===== config.mk =====
export PLATFORM = sky130hd
export DESIGN_NAME = rv_id_stage
export DESIGN_NICKNAME = d
export VERILOG_FILES = /design/src/rtl/rv_id_stage.sv
export SDC_FILE = /design/constraint.sdc
export NUM_CORES = 1
export LEC_CHECK = 0
export BUFFER_PORTS_ARGS = -buffer_cell sky130_fd_sc_hd__buf_2
export CAP_MARGIN = 10
export CELL_PAD_IN_SITES_DETAIL_PLACEMENT = 2
export CELL_PAD_IN_SITES_GLOBAL_PLACEMENT = 2
export CORE_ASPECT_RATIO = 1.2
export CORE_MARGIN = 1
export CORE_UTILIZATION = 27
export CTS_CLUSTER_DIAMETER = 50
export DETAILED_ROUTE_END_ITERATION = 7
export PLACE_DENSITY = 0.9
export SYNTH_ARGS = -nofsm -noshare
export SYNTH_HDL_FRONTEND = slang
export SYNTH_SLANG_ARGS = --single-unit

===== constraint.sdc =====
create_clock -name clk -period 6.8 [get_ports clk]
set_clock_uncertainty 0.2 [all_clocks]
set_input_delay 0.68 -clock clk [delete_from_list [all_inputs] [get_ports clk]]
set_output_delay 0.68 -clock clk [all_outputs]
set_load 0.02 [all_outputs]

===== src/rtl/rv_id_stage.sv =====
`default_nettype none
// ============================================================================
// Module  : rv_id_stage
// Purpose : RV32I decode stage with a registered ID/EX slot. It reads the
//           register file combinationally, resolves RAW hazards against NFWD
//           in-flight writers (index 0 youngest), detects load-use stalls and
//           uses a valid/ready handshake on both sides.
// Config  : ID_FWD_EN defined   -> operand forwarding, only load-use stalls.
//           ID_FWD_EN undefined -> no forwarding; any pending writer to a used
//                                  source register stalls.
// Ports   : clk, rst (sync, active-high)
//           if_valid_i/if_ready_o, pc_i, inst_i, flush_i   fetch side
//           rs1/rs2_addr_o, rs1/rs2_data_i                 register file
//           fwd_wreg_i, fwd_wd_i, fwd_wdata_i, ex_load_i   in-flight writers
//           ex_valid_o/ex_ready_i, ex_cls_o, ex_fn_o, ex_a_o, ex_b_o,
//           ex_imm_o, ex_pc_o, ex_wd_o, ex_wreg_o, ex_illegal_o  ID/EX slot
//           stall_cnt_o                                    saturating stall count
// Rev     : 1.0  initial parametrised release
// ============================================================================
module rv_id_stage #(
  parameter int XLEN = 32,
  parameter int NFWD = 2,
  parameter int CNTW = 16
) (
  input  logic               clk,
  input  logic               rst,
  input  logic               if_valid_i,
  output logic               if_ready_o,
  input  logic [XLEN-1:0]    pc_i,
  input  logic [31:0]        inst_i,
  input  logic               flush_i,
  output logic [4:0]         rs1_addr_o,
  output logic [4:0]         rs2_addr_o,
  input  logic [XLEN-1:0]    rs1_data_i,
  input  logic [XLEN-1:0]    rs2_data_i,
  input  logic [NFWD-1:0]    fwd_wreg_i,
  input  logic [5*NFWD-1:0]  fwd_wd_i,
  input  logic [XLEN*NFWD-1:0] fwd_wdata_i,
  input  logic               ex_load_i,
  output logic               ex_valid_o,
  input  logic               ex_ready_i,
  output logic [2:0]         ex_cls_o,
  output logic [3:0]         ex_fn_o,
  output logic [XLEN-1:0]    ex_a_o,
  output logic [XLEN-1:0]    ex_b_o,
  output logic [XLEN-1:0]    ex_imm_o,
  output logic [XLEN-1:0]    ex_pc_o,
  output logic [4:0]         ex_wd_o,
  output logic               ex_wreg_o,
  output logic               ex_illegal_o,
  output logic [CNTW-1:0]    stall_cnt_o
);

  localparam logic [6:0] c_OPC_LUI    = 7'b0110111;
  localparam logic [6:0] c_OPC_AUIPC  = 7'b0010111;
  localparam logic [6:0] c_OPC_JAL    = 7'b1101111;
  localparam logic [6:0] c_OPC_JALR   = 7'b1100111;
  localparam logic [6:0] c_OPC_BRANCH = 7'b1100011;
  localparam logic [6:0] c_OPC_LOAD   = 7'b0000011;
  localparam logic [6:0] c_OPC_STORE  = 7'b0100011;
  localparam logic [6:0] c_OPC_OPIMM  = 7'b0010011;
  localparam logic [6:0] c_OPC_OP     = 7'b0110011;
  localparam logic [6:0] c_OPC_FENCE  = 7'b0001111;
  localparam logic [6:0] c_OPC_SYSTEM = 7'b1110011;

  localparam logic [2:0] c_CLS_NOP    = 3'd0;
  localparam logic [2:0] c_CLS_ALU    = 3'd1;
  localparam logic [2:0] c_CLS_LOAD   = 3'd2;
  localparam logic [2:0] c_CLS_STORE  = 3'd3;
  localparam logic [2:0] c_CLS_BRANCH = 3'd4;
  localparam logic [2:0] c_CLS_JAL    = 3'd5;
  localparam logic [2:0] c_CLS_JALR   = 3'd6;

  localparam logic [1:0] c_ASEL_ZERO  = 2'd0;
  localparam logic [1:0] c_ASEL_RS1   = 2'd1;
  localparam logic [1:0] c_ASEL_PC    = 2'd2;

  typedef struct packed {
    logic            valid;
    logic [2:0]      cls;
    logic [3:0]      fn;
    logic [XLEN-1:0] a;
    logic [XLEN-1:0] b;
    logic [XLEN-1:0] imm;
    logic [XLEN-1:0] pc;
    logic [4:0]      wd;
    logic            wreg;
    logic            illegal;
  } slot_t;

  // Instruction fields
  logic [6:0] w_opc;
  logic [4:0] w_rd, w_rs1, w_rs2;
  logic [2:0] w_f3;
  assign w_opc      = inst_i[6:0];
  assign w_rd       = inst_i[11:7];
  assign w_f3       = inst_i[14:12];
  assign w_rs1      = inst_i[19:15];
  assign w_rs2      = inst_i[24:20];
  assign rs1_addr_o = w_rs1;
  assign rs2_addr_o = w_rs2;

  // Immediates are assembled at 32 bits, then sign-extended to XLEN
  logic [31:0]     w_imm_i32, w_imm_s32, w_imm_b32, w_imm_u32, w_imm_j32;
  logic [XLEN-1:0] w_imm_i, w_imm_s, w_imm_b, w_imm_u, w_imm_j;
  assign w_imm_i32 = {{20{inst_i[31]}}, inst_i[31:20]};
  assign w_imm_s32 = {{20{inst_i[31]}}, inst_i[31:25], inst_i[11:7]};
  assign w_imm_b32 = {{19{inst_i[31]}}, inst_i[31], inst_i[7], inst_i[30:25], inst_i[11:8], 1'b0};
  assign w_imm_u32 = {inst_i[31:12], 12'b0};
  assign w_imm_j32 = {{11{inst_i[31]}}, inst_i[31], inst_i[19:12], inst_i[20], inst_i[30:21], 1'b0};
  assign w_imm_i   = XLEN'($signed(w_imm_i32));
  assign w_imm_s   = XLEN'($signed(w_imm_s32));
  assign w_imm_b   = XLEN'($signed(w_imm_b32));
  assign w_imm_u   = XLEN'($signed(w_imm_u32));
  assign w_imm_j   = XLEN'($signed(w_imm_j32));

  // Opcode decode
  logic [2:0]      w_cls;
  logic [3:0]      w_fn;
  logic [XLEN-1:0] w_imm;
  logic [1:0]      w_asel;
  logic            w_b_rs2, w_use1, w_use2, w_wr, w_illegal;

  always_comb begin
    w_cls     = c_CLS_NOP;
    w_fn      = {1'b0, w_f3};
    w_imm     = w_imm_i;
    w_asel    = c_ASEL_ZERO;
    w_b_rs2   = 1'b0;
    w_use1    = 1'b0;
    w_use2    = 1'b0;
    w_wr      = 1'b0;
    w_illegal = 1'b0;
    case (w_opc)
      c_OPC_OP: begin
        w_cls = c_CLS_ALU; w_fn = {inst_i[30], w_f3}; w_asel = c_ASEL_RS1;
        w_b_rs2 = 1'b1; w_use1 = 1'b1; w_use2 = 1'b1; w_wr = 1'b1;
      end
      c_OPC_OPIMM: begin
        w_cls = c_CLS_ALU; w_asel = c_ASEL_RS1; w_use1 = 1'b1; w_wr = 1'b1;
        // only the right shifts carry the arithmetic/logical select in bit 30
        if (w_f3 == 3'b101) w_fn = {inst_i[30], w_f3};
      end
      c_OPC_LOAD: begin
        w_cls = c_CLS_LOAD; w_asel = c_ASEL_RS1; w_use1 = 1'b1; w_wr = 1'b1;
      end
      c_OPC_STORE: begin
        w_cls = c_CLS_STORE; w_imm = w_imm_s; w_asel = c_ASEL_RS1;
        w_b_rs2 = 1'b1; w_use1 = 1'b1; w_use2 = 1'b1;
      end
      c_OPC_BRANCH: begin
        w_cls = c_CLS_BRANCH; w_imm = w_imm_b; w_asel = c_ASEL_RS1;
        w_b_rs2 = 1'b1; w_use1 = 1'b1; w_use2 = 1'b1;
      end
      c_OPC_JAL: begin
        w_cls = c_CLS_JAL; w_imm = w_imm_j; w_asel = c_ASEL_PC; w_wr = 1'b1;
      end
      c_OPC_JALR: begin
        w_cls = c_CLS_JALR; w_asel = c_ASEL_RS1; w_use1 = 1'b1; w_wr = 1'b1;
      end
      c_OPC_LUI: begin
        w_cls = c_CLS_ALU; w_fn = 4'b0000; w_imm = w_imm_u; w_wr = 1'b1;
      end
      c_OPC_AUIPC: begin
        w_cls = c_CLS_ALU; w_fn = 4'b0000; w_imm = w_imm_u; w_asel = c_ASEL_PC; w_wr = 1'b1;
      end
      c_OPC_FENCE, c_OPC_SYSTEM: ;
      default: w_illegal = 1'b1;
    endcase
  end

  // Per-writer source matches; x0 never matches
  logic [4:0]      w_fwd_wd [NFWD];
  logic [NFWD-1:0] w_hit1, w_hit2;

  for (genvar k = 0; k < NFWD; k++) begin : g_match
    assign w_fwd_wd[k] = fwd_wd_i[5*k +: 5];
    assign w_hit1[k]   = fwd_wreg_i[k] & (w_fwd_wd[k] == w_rs1) & (w_rs1 != 5'd0);
    assign w_hit2[k]   = fwd_wreg_i[k] & (w_fwd_wd[k] == w_rs2) & (w_rs2 != 5'd0);
  end

  logic            w_hazard;
  logic [XLEN-1:0] w_rs1_val, w_rs2_val;

`ifdef ID_FWD_EN
  logic [XLEN-1:0] w_fwd_data [NFWD];

  for (genvar k = 0; k < NFWD; k++) begin : g_fwd_data
    assign w_fwd_data[k] = fwd_wdata_i[XLEN*k +: XLEN];
  end

  // Only a load in the youngest slot cannot be forwarded yet
  assign w_hazard = ex_load_i & ((w_hit1[0] & w_use1) | (w_hit2[0] & w_use2));

  // Scan oldest to youngest so the lowest matching index wins
  always_comb begin
    w_rs1_val = (w_rs1 == 5'd0) ? '0 : rs1_data_i;
    w_rs2_val = (w_rs2 == 5'd0) ? '0 : rs2_data_i;
    for (int k = NFWD - 1; k >= 0; k--) begin
      if (w_hit1[k]) w_rs1_val = w_fwd_data[k];
      if (w_hit2[k]) w_rs2_val = w_fwd_data[k];
    end
  end
`else
  assign w_hazard  = |((w_hit1 & {NFWD{w_use1}}) | (w_hit2 & {NFWD{w_use2}}));
  assign w_rs1_val = (w_rs1 == 5'd0) ? '0 : rs1_data_i;
  assign w_rs2_val = (w_rs2 == 5'd0) ? '0 : rs2_data_i;

  logic w_unused;
  assign w_unused = &{1'b0, ex_load_i, fwd_wdata_i};
`endif

  // Handshake and slot update
  slot_t slot_q, slot_d, w_new;
  logic  w_upd, w_accept, w_stall_ev;
  logic [CNTW-1:0] stall_cnt_q, stall_cnt_d;

  assign w_upd      = ~slot_q.valid | ex_ready_i;
  assign if_ready_o = flush_i | (~w_hazard & w_upd);
  assign w_accept   = if_valid_i & if_ready_o & ~flush_i;
  assign w_stall_ev = if_valid_i & w_hazard & ~flush_i;

  always_comb begin
    w_new         = '0;
    w_new.valid   = 1'b1;
    w_new.cls     = w_cls;
    w_new.fn      = w_fn;
    w_new.imm     = w_imm;
    w_new.pc      = pc_i;
    w_new.wd      = w_rd;
    w_new.wreg    = w_wr & (w_rd != 5'd0);
    w_new.illegal = w_illegal;
    w_new.b       = w_b_rs2 ? w_rs2_val : w_imm;
    case (w_asel)
      c_ASEL_RS1: w_new.a = w_rs1_val;
      c_ASEL_PC:  w_new.a = pc_i;
      default:    w_new.a = '0;
    endcase
  end

  // Flush wins over hold; a stage update without an accepted instruction
  // (hazard or idle fetch) loads an all-zero bubble
  always_comb begin
    slot_d = slot_q;
    if (flush_i)    slot_d = '0;
    else if (w_upd) slot_d = w_accept ? w_new : '0;
  end

  always_comb begin
    stall_cnt_d = stall_cnt_q;
    if (w_stall_ev && !(&stall_cnt_q))
      stall_cnt_d = stall_cnt_q + {{(CNTW-1){1'b0}}, 1'b1};
  end

  always_ff @(posedge clk) begin
    if (rst) begin
      slot_q      <= '0;
      stall_cnt_q <= '0;
    end else begin
      slot_q      <= slot_d;
      stall_cnt_q <= stall_cnt_d;
    end
  end

  assign ex_valid_o   = slot_q.valid;
  assign ex_cls_o     = slot_q.cls;
  assign ex_fn_o      = slot_q.fn;
  assign ex_a_o       = slot_q.a;
  assign ex_b_o       = slot_q.b;
  assign ex_imm_o     = slot_q.imm;
  assign ex_pc_o      = slot_q.pc;
  assign ex_wd_o      = slot_q.wd;
  assign ex_wreg_o    = slot_q.wreg;
  assign ex_illegal_o = slot_q.illegal;
  assign stall_cnt_o  = stall_cnt_q;

endmodule
`default_nettype wire

==> key figures <==
Routing
  • Vias per cell: 5.35
  • Vias: 7186
  • DR iter-0 viols: 218
  • First-pass iteration count of the detailed router: 4
  • DRT Wirelength: 30.8 mm
  • Routed Antenna Nets: 0
  • Drc violations: 0
  • WL per Instance: 22.9 microns

STA
  • Endpoints failing hold: 0
  • Fin crit share: 54.9%
  • Peak Freq: 268 MHz
  • Actual slew at the worst max-slew pin: 1.07 ns
  • Worst relative slew slack: 28.7%
  • Setup TNS: 0 ns
  • Minimum clock period: 3.73 ns
  • RSZ-0062 raised after global routing: false
  • Final Setup Violations: 0
  • Max Slew Vio Count: 0

Clocking
  • Max Buffers Root-to-Sink: 2
  • CTS-repair resized insts: 0
  • H-tree levels: 4
  • CTS tree: yes
  • Post-CTS setup buffers: 0
  • CTS Buf Count: 17
  • Clock root cell: clkbuf_16
  • Clk sink count: 159
  • Clock Latency Late Sink: 0.43 ns
  • Clk slew on worst S/H paths: 0.07 ns
  • Post-CTS Hold Buffers: 0

Synthesis
  • Synth Flop Type: dfxtp_1
  • Register bit total from synthesis: 159
  • Post-synth EDFFs: 0
  • Post-synthesis async set-or-reset flop share: 0%
  • Cell Area, Synth: 0.00696 sq mm
  • Post-Syn Nets: 950
  • Synthesis Warnings: 0
  • Sequential element share of the synthesized area: 45.8%
  • Synth Instances: 737
  • Netlist cell types: 58
  • Synthesized area per cell: 9.44 sq um

Worst hold path
  • Min-delay worst type: flop to flop

Die
  • IO Count: 380
  • Die height: 178 microns
  • Total Die Area: 0.0264 sq mm
  • Core ar.: 0.0254 sq mm
  • DIE WIDTH: 149 microns
  • Initial Util: 27.4%
  • Row count: 64

Layout
  • Nets: 1211
  • Most common cell after layout, fill and taps aside: buf_2
  • Layout Utilization: 36.3%
  • FILL cells: 2893
  • Fraction of layout cells with a size suffix above 1: 37.4%
  • Area Overhead vs Synth: 32.4%
  • Commonest cells after routing, fill and taps aside: 314 x buf_2, 159 x dfxtp_1, 55 x a22o_1, 54 x nand2_1, 44 x a22oi_1

Placed design
  • Placer Congestion: 0.795
  • HPWL Detailed: 22.4 mm
  • I/O Buffers: 314

Outcome
  • Status: finished, final reports clean

Power and ir drop
  • Leak pwr: 0.00407 uW
  • Pwr dens: 235 mW/mm^2
  • Worst VDD drop: 153 uV

Critical path
  • Crit-path leading delay family: compound AO/OA/AOI/OAI gates
  • Worst path max stage delay: 0.79 ns
  • Critical path peak fanout: 40
  • Cell at the slowest stage of the critical path: a22oi_4
  • Worst-case reg-to-reg path depth: 6
  • Crit path capture: if_ready_o
  • CP Buf/Inv Count: 2
  • Most frequent CP cell: buf_2
  • R2R Path Start: ex_valid_o
  • CP cell instances: buf_2 > or4_1 > nor2_2 > nor2_4 > a22oi_4 > a21o_1 > buf_2
  • Data arrival, critical path: 2.85 ns
  • R2R Path End: ex_pc_o[8]
  • Worst R2R Setup Slack: 3.40 ns
  • Type of origin of the critical path: input pin
  • CP Launch Point: inst_i[21]
  • Critical Path Stages: 7
  • Worst setup EP type: output pin
  • Crit path kind: input pin to output pin
  • Critical Path RT: 5.92 ns

Global routing
  • First-pass GRT wire length: 45.9 mm
  • Vias in the first global route: 7549
  • All-Layer GR Usage: 22.9%
  • Initial antenna violation count: 3
  • GRT overflow: 0
  • Largest net degree at the start of global routing: 94

Run
  • Max Cap Viol: 0
## cells in the mapped netlist, drive strengths merged (2+ instances only)
master | instances | area share, %
dfxtp | 159 | 46
nand2b | 3 | 0.27
a32o | 9 | 1.3
a32oi | 24 | 3.0
and4 | 2 | 0.25
nor3b | 2 | 0.22
a21o | 13 | 1.4
nand3b | 3 | 0.32
mux2i | 8 | 1.2
inv | 4 | 0.22
and2 | 3 | 0.27
a22oi | 45 | 5.1
nand4 | 18 | 1.6
or3 | 3 | 0.27
ha | 3 | 0.54
nor3 | 3 | 0.22
or4 | 12 | 1.3
clkbuf | 45 | 2.4
nand3 | 30 | 2.3
nor2 | 30 | 2.0
a21oi | 44 | 3.2
o31ai | 8 | 0.86
nand4b | 3 | 0.38
and3 | 13 | 1.2
a221o | 8 | 1.2
o22ai | 3 | 0.45
mux2 | 2 | 0.32
buf | 37 | 4.0
xnor2 | 20 | 2.5
and3b | 2 | 0.25
o21ai | 49 | 3.6
nor2b | 8 | 0.72
nand2 | 54 | 2.9
a22o | 55 | 6.9
## tightest hold or removal path, cell delays in order, from the launching register on
cell and delay, ns:
dfxtp_1 0.31, nand2_1 0.05, o21ai_1 0.05
## metal layers
| metal | track usage, % | up-vias | share of wire, % |
|---|---|---|---|
| li1 | - | 3297 | - |
| met1 | 25.4 | 3578 | 39 |
| met2 | 40.7 | 264 | 51 |
| met3 | 6.45 | 45 | 6.8 |
| met4 | 9.54 | 2 | 2.6 |
| met5 | 0 | - | 0.042 |
## report_power, final
group | internal [uW] | switching [uW] | total (uW)
registers | 942 | 6.22 | 948
logic | 74.6 | 124 | 198
clock network | 586 | 435 | 1020
total | 1600 | 565 | 2170
## worst min-delay path by stage
stage                             end   startpoint  cells past startpoint
after floorplan           ex_cls_o[1]  ex_cls_o[1]                      2
after global routing      ex_pc_o[12]     pc_i[12]                      2
final                     ex_cls_o[1]  ex_cls_o[1]                      2
after detailed placement  ex_cls_o[1]  ex_cls_o[1]                      2
after CTS                 ex_cls_o[1]  ex_cls_o[1]                      2
after global placement     ex_a_o[18]   ex_a_o[18]                      2
## flip-flops by register name, summed over array words and instances, names as in the netlist
name / flops
ex_a_o: 32
ex_b_o: 32
ex_imm_o: 32
ex_pc_o: 32
stall_cnt_o: 16
ex_wd_o: 5
ex_fn_o: 4
ex_cls_o: 3
ex_illegal_o: 1
ex_valid_o: 1
ex_wreg_o: 1
## area by class of cell
type                    instances  area [sq um]  area share, %
well taps                     330           413           4.48
multi-input cells             492          3340           36.2
clock inverters                14           183           1.98
flip-flops and latches        159          3180           34.6
inverters                       4          15.0          0.163
clock buffers                  18           429           4.66
repair buffers                324          1650           17.9
diodes                          2          5.00         0.0543
## cells by family (layout without fill, tap and decap cells)
| kind of cell | after synthesis | after routing | share of synthesized area, % |
|---|---|---|---|
| fa+ha+maj | 3 | 3 | 0.540 |
| flops | 159 | 159 | 45.8 |
| mux | 10 | 10 | 1.47 |
| simple gates | 194 | 194 | 15.2 |
| buf+inv | 86 | 360 | 6.69 |
| compound gates | 265 | 265 | 27.8 |
| other cells | 0 | 2 | 0 |
| xor+xnor | 20 | 20 | 2.52 |
## metrics by stage
step | hold WS [ns] | instances | worst slack, ns | total power [uW] | area (sq um)
after CTS | 0.250 | 1341 | 3.04 | 2190 | 9210
final | 0.246 | 1343 | 3.07 | 2170 | 9210
after detailed placement | 0.240 | 1309 | 2.60 | 1170 | 8600
after global placement | 0.230 | 1309 | 2.72 | 1160 | 8600
after global routing | 0.258 | 1343 | 2.93 | 2250 | 9210
after floorplan | 0.323 | 737 | 3.63 | 1070 | 6960
Note: power is estimated with default switching activity, not from simulation.
